`config.mk`:
```
export PLATFORM = sky130hd
export DESIGN_NAME = icache_flat
export DESIGN_NICKNAME = d
export VERILOG_FILES = /design/src/rtl/icache_if.sv /design/src/rtl/icache.sv /design/src/flat_wrapper.sv
export SDC_FILE = /design/constraint.sdc
export NUM_CORES = 1
export LEC_CHECK = 0
export BUFFER_PORTS_ARGS = -buffer_cell sky130_fd_sc_hd__buf_2
export CAP_MARGIN = 15
export CORE_MARGIN = 3
export CORE_UTILIZATION = 50
export DETAILED_ROUTE_END_ITERATION = 10
export MAX_ROUTING_LAYER = met4
export PLACE_DENSITY = 0.65
export SYNTH_ARGS = -nofsm -noshare
export SYNTH_HDL_FRONTEND = slang
export SYNTH_SLANG_ARGS = --single-unit
```
`constraint.sdc`:
```
create_clock -name clk -period 18.3 [get_ports clk]
set_input_delay 0.915 -clock clk [delete_from_list [all_inputs] [get_ports clk]]
set_output_delay 0.915 -clock clk [all_outputs]
set_load 0.02 [all_outputs]
```
`src/rtl/icache_if.sv`:
```
// Fetcher and memory-controller signals of the instruction cache, bundled as one port.
// Requests are accepted only while fetch_ready is high, and nothing is queued.
// instr_valid and mem_valid are one-cycle pulses, and mem_enable is a level.
interface icache_if;
  logic        fetch_valid;
  logic [31:0] fetch_addr;
  logic        fetch_flush;
  logic        fetch_ready;
  logic        instr_valid;
  logic [31:0] instr;
  logic        mem_enable;
  logic [31:0] mem_addr;
  logic        mem_valid;
  logic [31:0] mem_instr;

  modport master (
    output fetch_valid, fetch_addr, fetch_flush, mem_valid, mem_instr,
    input  fetch_ready, instr_valid, instr, mem_enable, mem_addr
  );

  modport slave (
    input  fetch_valid, fetch_addr, fetch_flush, mem_valid, mem_instr,
    output fetch_ready, instr_valid, instr, mem_enable, mem_addr
  );
endinterface

```
`src/rtl/icache.sv`:
```
// Direct-mapped instruction cache with one 32-bit word per line and a single outstanding miss.
// A flush during a miss still fills the line, but the fetcher never sees the word.
module icache #(
  parameter int INDEX_WIDTH = 4
) (
  input  logic       clk,
  input  logic       rst,
  input  logic       rdy,
  icache_if.slave    bus,
  output logic [1:0] o_dbg_state
);
  localparam int LINES = 1 << INDEX_WIDTH;
  localparam int TAG_W = 30 - INDEX_WIDTH;

  localparam logic [1:0] S_IDLE    = 2'd0;
  localparam logic [1:0] S_MISS    = 2'd1;
  localparam logic [1:0] S_DISCARD = 2'd2;

  logic [1:0]             r_state;
  logic [LINES-1:0]       r_valid;
  logic [TAG_W-1:0]       r_tag  [LINES];
  logic [31:0]            r_data [LINES];
  logic                   r_instr_valid;
  logic [31:0]            r_instr;
  logic                   r_mem_enable;
  logic [29:0]            r_mem_word;

  logic [INDEX_WIDTH-1:0] w_req_idx;
  logic [TAG_W-1:0]       w_req_tag;
  logic [INDEX_WIDTH-1:0] w_fill_idx;
  logic [TAG_W-1:0]       w_fill_tag;
  logic                   w_hit;
  logic                   w_accept;
  logic                   w_fill;
  logic                   w_unused;

  assign w_req_idx  = bus.fetch_addr[INDEX_WIDTH+1:2];
  assign w_req_tag  = bus.fetch_addr[31:INDEX_WIDTH+2];
  assign w_fill_idx = r_mem_word[INDEX_WIDTH-1:0];
  assign w_fill_tag = r_mem_word[29:INDEX_WIDTH];
  assign w_hit      = r_valid[w_req_idx] && (r_tag[w_req_idx] == w_req_tag);
  assign w_accept   = (r_state == S_IDLE) && bus.fetch_valid && !bus.fetch_flush;
  assign w_fill     = ((r_state == S_MISS) || (r_state == S_DISCARD)) && bus.mem_valid;
  assign w_unused   = ^bus.fetch_addr[1:0];

  assign bus.fetch_ready = (r_state == S_IDLE);
  assign bus.instr_valid = r_instr_valid;
  assign bus.instr       = r_instr;
  assign bus.mem_enable  = r_mem_enable;
  assign bus.mem_addr    = {r_mem_word, 2'b00};
  assign o_dbg_state     = r_state;

  always_ff @(posedge clk) begin
    if (rst) begin
      r_state       <= S_IDLE;
      r_valid       <= '0;
      r_instr_valid <= 1'b0;
      r_instr       <= 32'd0;
      r_mem_enable  <= 1'b0;
      r_mem_word    <= 30'd0;
    end else if (rdy) begin
      r_instr_valid <= 1'b0;
      case (r_state)
        S_IDLE: begin
          if (w_accept) begin
            if (w_hit) begin
              r_instr_valid <= 1'b1;
              r_instr       <= r_data[w_req_idx];
            end else begin
              r_mem_enable <= 1'b1;
              r_mem_word   <= bus.fetch_addr[31:2];
              r_state      <= S_MISS;
            end
          end
        end
        S_MISS: begin
          if (bus.mem_valid) begin
            r_valid[w_fill_idx] <= 1'b1;
            r_mem_enable        <= 1'b0;
            r_state             <= S_IDLE;
            // A flush arriving with the response still fills the line but drops the result.
            if (!bus.fetch_flush) begin
              r_instr_valid <= 1'b1;
              r_instr       <= bus.mem_instr;
            end
          end else if (bus.fetch_flush) begin
            r_state <= S_DISCARD;
          end
        end
        S_DISCARD: begin
          if (bus.mem_valid) begin
            r_valid[w_fill_idx] <= 1'b1;
            r_mem_enable        <= 1'b0;
            r_state             <= S_IDLE;
          end
        end
        default: r_state <= S_IDLE;
      endcase
    end
  end

  // Tag and data carry no reset; the valid bits alone decide whether a line is used.
  always_ff @(posedge clk) begin
    if (!rst && rdy && w_fill) begin
      r_tag[w_fill_idx]  <= w_fill_tag;
      r_data[w_fill_idx] <= bus.mem_instr;
    end
  end
endmodule

```
`src/flat_wrapper.sv`:
```
// flat-port wrapper written by rule: the top's interface ports become plain ports
module icache_flat 
#(
  parameter int INDEX_WIDTH = 4
)
  (clk, rst, rdy, o_dbg_state, bus_fetch_valid, bus_fetch_addr, bus_fetch_flush, bus_mem_valid, bus_mem_instr, bus_fetch_ready, bus_instr_valid, bus_instr, bus_mem_enable, bus_mem_addr);
  icache_if bus_i ();
  input  logic clk;
  input  logic rst;
  input  logic rdy;
  output logic [1:0] o_dbg_state;
  input wire logic [$bits(bus_i.fetch_valid)-1:0] bus_fetch_valid;
  input wire logic [$bits(bus_i.fetch_addr)-1:0] bus_fetch_addr;
  input wire logic [$bits(bus_i.fetch_flush)-1:0] bus_fetch_flush;
  input wire logic [$bits(bus_i.mem_valid)-1:0] bus_mem_valid;
  input wire logic [$bits(bus_i.mem_instr)-1:0] bus_mem_instr;
  output wire logic [$bits(bus_i.fetch_ready)-1:0] bus_fetch_ready;
  output wire logic [$bits(bus_i.instr_valid)-1:0] bus_instr_valid;
  output wire logic [$bits(bus_i.instr)-1:0] bus_instr;
  output wire logic [$bits(bus_i.mem_enable)-1:0] bus_mem_enable;
  output wire logic [$bits(bus_i.mem_addr)-1:0] bus_mem_addr;
  assign bus_i.fetch_valid = bus_fetch_valid;
  assign bus_i.fetch_addr = bus_fetch_addr;
  assign bus_i.fetch_flush = bus_fetch_flush;
  assign bus_i.mem_valid = bus_mem_valid;
  assign bus_i.mem_instr = bus_mem_instr;
  assign bus_fetch_ready = bus_i.fetch_ready;
  assign bus_instr_valid = bus_i.instr_valid;
  assign bus_instr = bus_i.instr;
  assign bus_mem_enable = bus_i.mem_enable;
  assign bus_mem_addr = bus_i.mem_addr;
  icache #(.INDEX_WIDTH(INDEX_WIDTH)) u_core (.clk(clk), .rst(rst), .rdy(rdy), .bus(bus_i), .o_dbg_state(o_dbg_state));
endmodule
```
Word-level counts from Yosys, hierarchy flattened

Memories as Yosys holds them, arrays and structs flattened.
Index checks and enable logic that the tools add are counted.

Register bits: 82
Latch bits: 0
Bits in writable memories: 928
ROM bits: 0
Bits of input ports: 70
Output and inout port bits: 69
Word-level logic and storage cells: 69
Memories kept: 2

Memories:

| name          | depth | width | rd ports | clocked after memory_dff | wr ports | line         | source |
|---|---|---|---|---|---|---|---|
| u_core.r_data | 16    | 32    | 1        | 0                        | 1        | icache.sv:22 | `logic [31:0] r_data [LINES];` |
| u_core.r_tag  | 16    | 26    | 1        | 0                        | 1        | icache.sv:21 | `logic [TAG_W-1:0] r_tag [LINES];` |

$add $sub $neg: 0
Multipliers: 0
Div/mod/pow operators: 0
$lt $le $gt $ge: 3
Equality and inequality tests: 11
Shift operators: 0
Muxes and demuxes: 26
Bitwise logic cells: 2
Reduce and logical (&&, ||, !) cells: 19

Operators by type and width:

| cell                                                              | number |
|---|---|
| two-way mux 32 bit                                                | 4 |
| one-hot mux 32 bit (2 select lines)                               | 1 |
| equality test 26 bit                                              | 1 |
| OR 16 bit                                                         | 1 |
| two-way mux 1 bit                                                 | 11 |
| less-than comparator 4 x 5 -> 1 bit, second input constant        | 2 |
| two-way mux 2 bit                                                 | 5 |
| AND reduction 5 bit                                               | 2 |
| inequality test 2 bit, second input constant                      | 4 |
| logical AND 1 bit                                                 | 7 |
| inequality test 2 x 1 -> 1 bit, second input constant             | 3 |
| one-hot mux 2 bit (3 select lines)                                | 1 |
| AND reduction 6 bit                                               | 1 |
| binary-select mux 1 bit (select 4 bit)                            | 1 |
| demux 1 bit (select 4 bit)                                        | 1 |
| greater-or-equal comparator 4 x 1 -> 1 bit, second input constant | 1 |
| one-hot mux 1 bit (2 select lines)                                | 2 |
| AND reduction 4 bit                                               | 1 |
| nonzero test 2 bit                                                | 2 |
| inequality test 3 bit, second input constant                      | 1 |
| AND reduction 3 bit                                               | 1 |
| equality test 2 x 1 -> 1 bit, second input constant               | 1 |
| equality test 2 bit, second input constant                        | 1 |
| zero test 1 bit                                                   | 2 |
| 4 further kinds                                                   | 4 |

Depth between registers and ports, before layout

Gate-level depths: netlist of the first run.

Depth in word-level cells: 6
Mapped depth: 15
Mapped depth without buffers: 9

Worst setup path after synthesis of the first run

No wires, ideal clock.

Kind: input port to flip-flop
Start: input port rst
End: memory u_core.r_data[0][0], enable pin
Library setup time: 0.548 ns
Data arrival time: 5.606 ns
Required time: 17.752 ns
Path slack: 12.147 ns
Stages: 3
Buffers on the path: 1
Path through: clkbuf_1 or4_1 nor3_1

Cells in the longest elaborated chain, start to end: 5

Ends and longest elaborated chain:

| what                                    | line              | source |
|---|---|---|
| start, declared                         | flat_wrapper.sv:9 | `input logic rst;` |
| zero test 1 bit                         | icache.sv:104     | `if (!rst && rdy && w_fill) begin` |
| logical AND 1 bit (2 in a row)          | icache.sv:104     |  |
| two-way mux 1 bit                       | icache.sv:104     |  |
| two-way mux 1 bit (not written as such) | icache.sv:106     | `r_data[w_fill_idx] <= bus.mem_instr;` |
| end, declared                           | icache.sv:22      |  |

No other way between the ends.

Worst setup path after layout of the first run

Start: input port bus_fetch_addr[4]
End: register u_core.r_instr[18], in the netlist u_core.bus.instr[18]

Cells in the longest elaborated chain, start to end: 5
Elaborated cells on any way between the ends: 11
Those cells by class: eq/ne: 2; mux: 5; reduce/logical: 2; memory: 2

Ends and longest elaborated chain:

| what                                                                                | line               | source |
|---|---|---|
| start, declared                                                                     | flat_wrapper.sv:13 | `input wire logic [$bits(bus_i.fetch_addr)-1:0] bus_fetch_addr;` |
| memory read (16 x 26 bit) or binary-select mux 1 bit (select 4 bit) (tied branches) | --                 |  |
| equality test 26 bit or two-way mux 1 bit (tied branches)                           | icache.sv:41       | `assign w_hit = r_valid[w_req_idx] && (r_tag[w_req_idx] == w_req_tag);` |
| logical AND 1 bit                                                                   | icache.sv:41       |  |
| inequality test 2 x 1 -> 1 bit (no line)                                            | --                 |  |
| AND reduction 6 bit (no line)                                                       | --                 |  |
| end signal, assigned                                                                | icache.sv:68       | `r_instr <= r_data[w_req_idx];` |
| end signal, assigned                                                                | icache.sv:84       | `r_instr <= bus.mem_instr;` |
| end, declared                                                                       | icache.sv:24       | `logic [31:0] r_instr;` |

Several ways; a longest one is shown, not always the timed one. The select of a mux whose other input is x is not followed.
A chain may end at the register's enable or synchronous reset.

==> impl_metrics.tcl, run 1 <==
set metrics [dict create \
    place_ws_ns 11.67 \
    fin_util_pct 57.5 \
    die_h_um 286 \
    syn_avg_cell_area_um2 20.9 \
    cp_max_fo 71 \
    multi_input_area_um2 9320 \
    min_to "u_core.r_valid[7]" \
    viasPerCell 6.21 \
    ir_drop_v 0.0000880 \
    tritoncts "built" \
    rr_endpoint "u_core.bus.instr[18]" \
    reg2regPathDepth 10 \
    critPathKind "in -> reg" \
    synth_common_cells "edfxtp_1, mux4_2, mux2i_1, dfxtp_1, a21oi_1" \
    synth-seq-cells 1010 \
    ys.flop_type "edfxtp_1" \
    yosysSeqAreaShare_pct 75.2 \
    regArea_um2 29500 \
    gp_congestion 0.785 \
    numCtsBuffers 102 \
    drtPass1Iterations 5 \
    cts_root_buf "clkbuf_16" \
    rows 102 \
    drt_wl_total_mm 93.6 \
    grt_pass1_vias 20300 \
    antenna_found_initial 5 \
    hold_path_class "reg -> reg" \
    holdBufCountCts 0 \
    numPortBuffers 134 \
    power_density_nw_per_um2 109 \
    yosysTopAreaCell "edfxtp_1" \
    vias 19700 \
    crit_path_start_kind "input port" \
    synth.distinct_cells 59 \
    netlist_area_um2 39300 \
    crit_required_ns 18.85 \
    synth_warnings 0 \
    boundaryPins 139 \
    overflow 0 \
    synthToLayoutAreaGrowth_pct 13.7 \
    ctsHtreeMaxLevel 3 \
    outcome "complete, no violations" \
    fmax_mhz 167 \
    grt_usage_pct 23.6 \
    tightest_slew_ns 1.08 \
    setup_viol 0 \
    sw_frac_of_total_pct 20.9 \
    die-area_um2 81900 \
    clockBufferDepth 3 \
    leakage_nw 15.2 \
    drv_slew 0 \
    internal-power_mw 3.84 \
    wl_per_cell_um 29.5 \
    hold_path_depth 1 \
    final_area_um2 44600 \
    drive_gt1_share_pct 28.8 \
    rsz0062_at_grt "false" \
    yosysTopAreaCellShare_pct 71.0 \
    relSlewSlack_pct 26.4 \
    drtIter0Drc 2070 \
    synth-edff-count 928 \
    fillers 5812 \
    initial_core_util_pct 50.6 \
    hpwlAfterDp_mm 48.7 \
    p_comb_share_pct 4.5 \
    drc 0 \
    pwr-share-seq_pct 52.1 \
    synth.most_common_cell "edfxtp_1" \
    ant_nets 0 \
    clock-sinks 1010 \
    clk_latency_ns 0.67 \
    worstHoldStart "u_core.r_valid[7]" \
    maxCapViolCount 0 \
    finClkSkew_ns 0.0252 \
    fin_nets 2118 \
    p_clk_share_pct 43.4 \
    synthTopCellsByArea "edfxtp_1, mux4_2, dfxtp_1" \
    netlist_instances 1880 \
    reg2reg_from "u_core.r_tag[9][1]" \
    endpoint_kind "register" \
    cts_setup_buffers 0 \
    ys_async_sr_fraction_pct 0 \
    power_switching_mw 1.02 \
    min_period_ns 5.99 \
    r2r_setup_slack_ns 14.32 \
    cts_resized 0 \
    setup_slack_ns 12.31 \
    tns_ns 0 \
    place_area_um2 41200 \
    hold_viol 0 \
    grt_pass1_wl_mm 136 \
    grt_max_degree 107 \
    core-area_um2 77600 \
    clk_pin_slew_ns 0.06 \
    fp.dieW_um 286 \
    crit_arrival_ns 6.54 \
    final.period_utilization_pct 32.7 \
    fin_total_pwr_mw 4.86 \
]
registers in the layout (all words and copies together), names as in the netlist:
register                flops
u_core.bus.instr           32
u_core.bus.mem_enable       1
u_core.bus.instr_valid      1
u_core.r_mem_word          30
u_core.o_dbg_state          2
u_core.r_valid             16
u_core.r_tag              416
u_core.r_data             512
layout make-up:
class	count	area share [%]
multi-input combinational	752	20.9
clock inverter	58	1.38
tap	1040	2.92
sequential	1010	66.1
inverter	6	0.0561
timing repair buffer	173	2.25
antenna	5	0.0280
clock buffer	133	6.35
kinds of logic after synthesis:
logic type,count (synthesis),synth area share (%)
compound gates,205,3.55
xor+xnor,28,0.625
fa+ha+maj,3,0.0956
buf+inv,119,1.41
flops,1010,75.2
mux,365,17.2
other cells,1,0.00955
simple gates,149,1.95
power by group through the flow:
stage	Combinational, mW	Clock (mW)	Sequential [mW]
5_1_grt	0.236	2.23	2.53
2_1_floorplan	0.138	0	2.58
3_3_place_gp	0.217	0	2.58
6_report	0.220	2.11	2.53
3_5_place_dp	0.221	0	2.58
4_1_cts	0.222	2.14	2.53
stage by stage:
stage	std cells	hold WS [ns]
4_1_cts	3172	0.450
6_report	3177	0.447
3_5_place_dp	2981	0.436
2_1_floorplan	1881	0.421
3_3_place_gp	2981	0.427
5_1_grt	3176	0.460
critical path, stage by stage:
cell and delay [ns]:
buf_6 0.68, buf_4 0.61, buf_4 0.60, nor2b_1 0.25
a221oi_1 0.48, and3_1 0.22, a2111oi_0 0.12, or4_1 0.58
or4b_1 0.55, o41ai_4 0.22, buf_4 0.68, a21oi_1 0.18
a311oi_1 0.27
how the worst max path moves through the flow:
stage	from	end	slack, ns	cells after the start
after floorplan	rst	u_core.r_data[0][0]	12.15	3
after detailed placement	bus_fetch_addr[4]	u_core.bus.instr[14]	11.67	13
after CTS	bus_fetch_addr[4]	u_core.bus.instr[18]	12.36	13
after global routing	bus_fetch_addr[4]	u_core.bus.instr[6]	11.92	13
final	bus_fetch_addr[4]	u_core.bus.instr[18]	12.31	13
after global placement	bus_fetch_addr[4]	u_core.bus.instr[23]	11.77	13
layout by cell type, fill, tap and decap left out, types with 7 or more instances in the layout:
| cell | count |
|---|---|
| mux4_2 | 247 |
| nand4_1 | 8 |
| xor2_1 | 11 |
| nor2_1 | 17 |
| clkbuf_16 | 104 |
| dfxtp_1 | 82 |
| bufinv_16 | 10 |
| clkinv_1 | 14 |
| edfxtp_1 | 928 |
| xnor2_1 | 17 |
| nor2_4 | 12 |
| nand2b_1 | 7 |
| nor2b_1 | 10 |
| a311oi_1 | 34 |
| clkbuf_1 | 17 |
| clkbuf_8 | 13 |
| a21o_1 | 20 |
| nand3_1 | 41 |
| a22oi_1 | 19 |
| a21oi_1 | 67 |
| clkinv_2 | 24 |
| buf_2 | 130 |
| o21ai_0 | 32 |
| buf_4 | 39 |
| nand2_1 | 23 |
| mux2i_1 | 116 |
| a221oi_1 | 7 |
layer usage:
metal | track usage [%] | vias up | wire length, um
li1 | - | 8221 | -
met2 | 37.9 | 751 | 46500
met4 | 5.12 | 0 | 1780
met5 | - | - | 0
met1 | 32.2 | 10600 | 39200
met3 | 4.30 | 121 | 6180
Note: power is estimated with default switching activity, not from simulation.
==> run 2, diff against run 1 <==
--- a/config.mk
+++ b/config.mk
@@ -11,7 +11,7 @@
 export CORE_UTILIZATION = 50
 export DETAILED_ROUTE_END_ITERATION = 10
 export MAX_ROUTING_LAYER = met4
-export PLACE_DENSITY = 0.65
+export PLACE_DENSITY = 0.67
 export SYNTH_ARGS = -nofsm -noshare
 export SYNTH_HDL_FRONTEND = slang
 export SYNTH_SLANG_ARGS = --single-unit
==> constraint.sdc (replaced) <==
create_clock -name clk -period 4.8 [get_ports clk]
set_input_delay 0.24 -clock clk [delete_from_list [all_inputs] [get_ports clk]]
set_output_delay 0.24 -clock clk [all_outputs]
set_load 0.02 [all_outputs]
==> run 2 against run 1 <==
Cell count rose by 2.4%. Combinational power rose to 4.0 times the previous value. First-iteration DRC count rose by 14%. Via count rose by 2.0%. Global-route usage rose by 0.22 points. Cell area rose by 1.7%. Clock skew rose by 0.0092 ns. Clock-buffer cell count rose by 7. Critical path depth fell by 3. Flip-flop and latch count did not move.
==> impl_metrics.tcl, run 2 (same netlist as run 1, synthesis figures left out) <==
set metrics [dict create \
    outcome "complete, no violations" \
    maxCapViolCount 0 \
    setup_viol 0 \
    p_clk_share_pct 42.1 \
    rows 102 \
    boundaryPins 139 \
    fin_nets 2199 \
    tns_ns 0 \
    rsz0062_at_grt "false" \
    ctsHtreeMaxLevel 3 \
    grt_use_met1_pct 33.3 \
    crit_required_ns 5.36 \
    layout_common_cells "edfxtp_1, mux4_2, buf_2, mux2i_1, clkbuf_16" \
    crit_path_start_kind "register" \
    tightest_slew_ns 1.11 \
    min_period_ns 3.79 \
    clock-sinks 1010 \
    overflow 0 \
    die_h_um 286 \
    grt_busiest_layer "met2" \
    drtIter0Drc 2350 \
    fmax_mhz 264 \
    power_density_nw_per_um2 401 \
    pwr-share-seq_pct 53.0 \
    drive_gt1_share_pct 28.3 \
    grt_pass1_wl_mm 138 \
    synthToLayoutAreaGrowth_pct 15.6 \
    drt_wl_total_mm 94.2 \
    die-area_um2 81900 \
    cts_setup_buffers 0 \
    clockBufferDepth 3 \
    clk_latency_ns 0.67 \
    internal-power_mw 14.4 \
    top_register "u_core.r_data" \
    initial_core_util_pct 50.6 \
    gp_congestion 0.830 \
    numCtsBuffers 101 \
    tritoncts "built" \
    crit_arrival_ns 4.35 \
    whs_ns 0.0855 \
    largest_register_ffs 512 \
    drtPass1Iterations 6 \
    antenna_found_initial 1 \
    drc 0 \
    core-area_um2 77600 \
    drv_slew 0 \
    clk_pin_slew_ns 0.06 \
    relSlewSlack_pct 26.0 \
    leakage_nw 15.5 \
    critPathKind "reg -> reg" \
    hold_path_class "in -> reg" \
    viasPerCell 6.18 \
    cts_resized 0 \
    place_area_um2 41500 \
    cts_root_buf "clkbuf_16" \
    fp.dieW_um 286 \
    final_area_um2 45400 \
    sw_frac_of_total_pct 21.1 \
    grt_max_degree 117 \
    grt_usage_pct 23.9 \
    grt_pass1_vias 20300 \
    final.period_utilization_pct 79.0 \
    ant_nets 0 \
    finClkSkew_ns 0.0343 \
    hpwlAfterDp_mm 49.0 \
    cp_max_fo 64 \
    power_switching_mw 3.83 \
    ir_drop_v 0.000291 \
    p_comb_share_pct 4.9 \
    use_met2_pct 36.3 \
    wl_per_cell_um 29.0 \
    endpoint_kind "register" \
    numPortBuffers 134 \
    vias 20100 \
    hold_viol 0 \
    final_common_cell "edfxtp_1" \
    grt_util_met3_pct 4.12 \
]
==> run 2: changes by cell type in the layout (fill, tap and decap cells not counted), moves of 3 or more <==
cell / delta
clkinv_1: -3
nor3_2: -4
bufinv_16: -5
buf_4: +12
clkbuf_16: -3
nor3_4: +4
clkbuf_1: +9
diode_2: -4
buf_12: +10
dlygate4sd3_1: +60
==> run 2: cell type report <==
cell class              count  area [um^2]
multi-input cells         752         9350
inverters                   6         25.0
flip-flops and latches   1010        29500
clock inverters            48          477
diodes                      1         2.50
repair buffers            255         1890
well taps                1040         1300
clock buffers             140         2800
fillers                  5704        32200
==> run 2: metal layers <==
| metal | vias up | share of wire, % |
|---|---|---|
| met1 | 10700 | 42 |
| li1 | 8385 | - |
| met5 | - | 0 |
| met4 | 0 | 3.3 |
| met3 | 191 | 7.4 |
| met2 | 854 | 48 |
==> run 2: through the flow <==
stage	total power, mW	cells	setup slack [ns]	utilization [%]
final	18.2	3252	1.01	58.5
after global routing	18.8	3252	0.822	58.5
after CTS	18.3	3251	1.01	58.5
after detailed placement	10.7	3003	0.487	53.5
after global placement	10.7	3003	0.625	53.5
after floorplan	10.4	1881	0.419	-
==> run 2: power by group through the flow <==
stage                     clock [mW]  combinational, mW  sequential (mW)
after global placement             0              0.838             9.83
after global routing            8.15              0.956             9.64
final                           7.65              0.890             9.64
after detailed placement           0              0.852             9.83
after floorplan                    0              0.525             9.84
after CTS                       7.80              0.898             9.64
==> run 2: worst max-delay path, cell delays in order, from the launching register on <==
cell and delay [ns]:
edfxtp_1 0.37, mux4_2 0.47, mux2i_1 0.23, mux2i_1 0.17, xor2_1 0.18, or4_1 0.53
or4b_1 0.57, o41ai_4 0.33, buf_12 0.33, a21oi_1 0.13, a311oi_1 0.31
==> run 2: timing repair <==
item,CTS,global route
hold endpoints to repair,540,0
hold buffers,60,0
endpoints found under the setup margin,0,0
==> run 2: worst paths after layout <==
check	from	endpoint	slack, ns	depth (start not counted)
min reg2reg	u_core.r_valid[14]	u_core.r_valid[14]	0.44	1
max reg2reg	u_core.r_tag[7][1]	u_core.bus.instr[7]	1.01	10
min	rst	u_core.r_mem_word[16]	0.09	2
max	u_core.r_tag[7][1]	u_core.bus.instr[7]	1.01	10
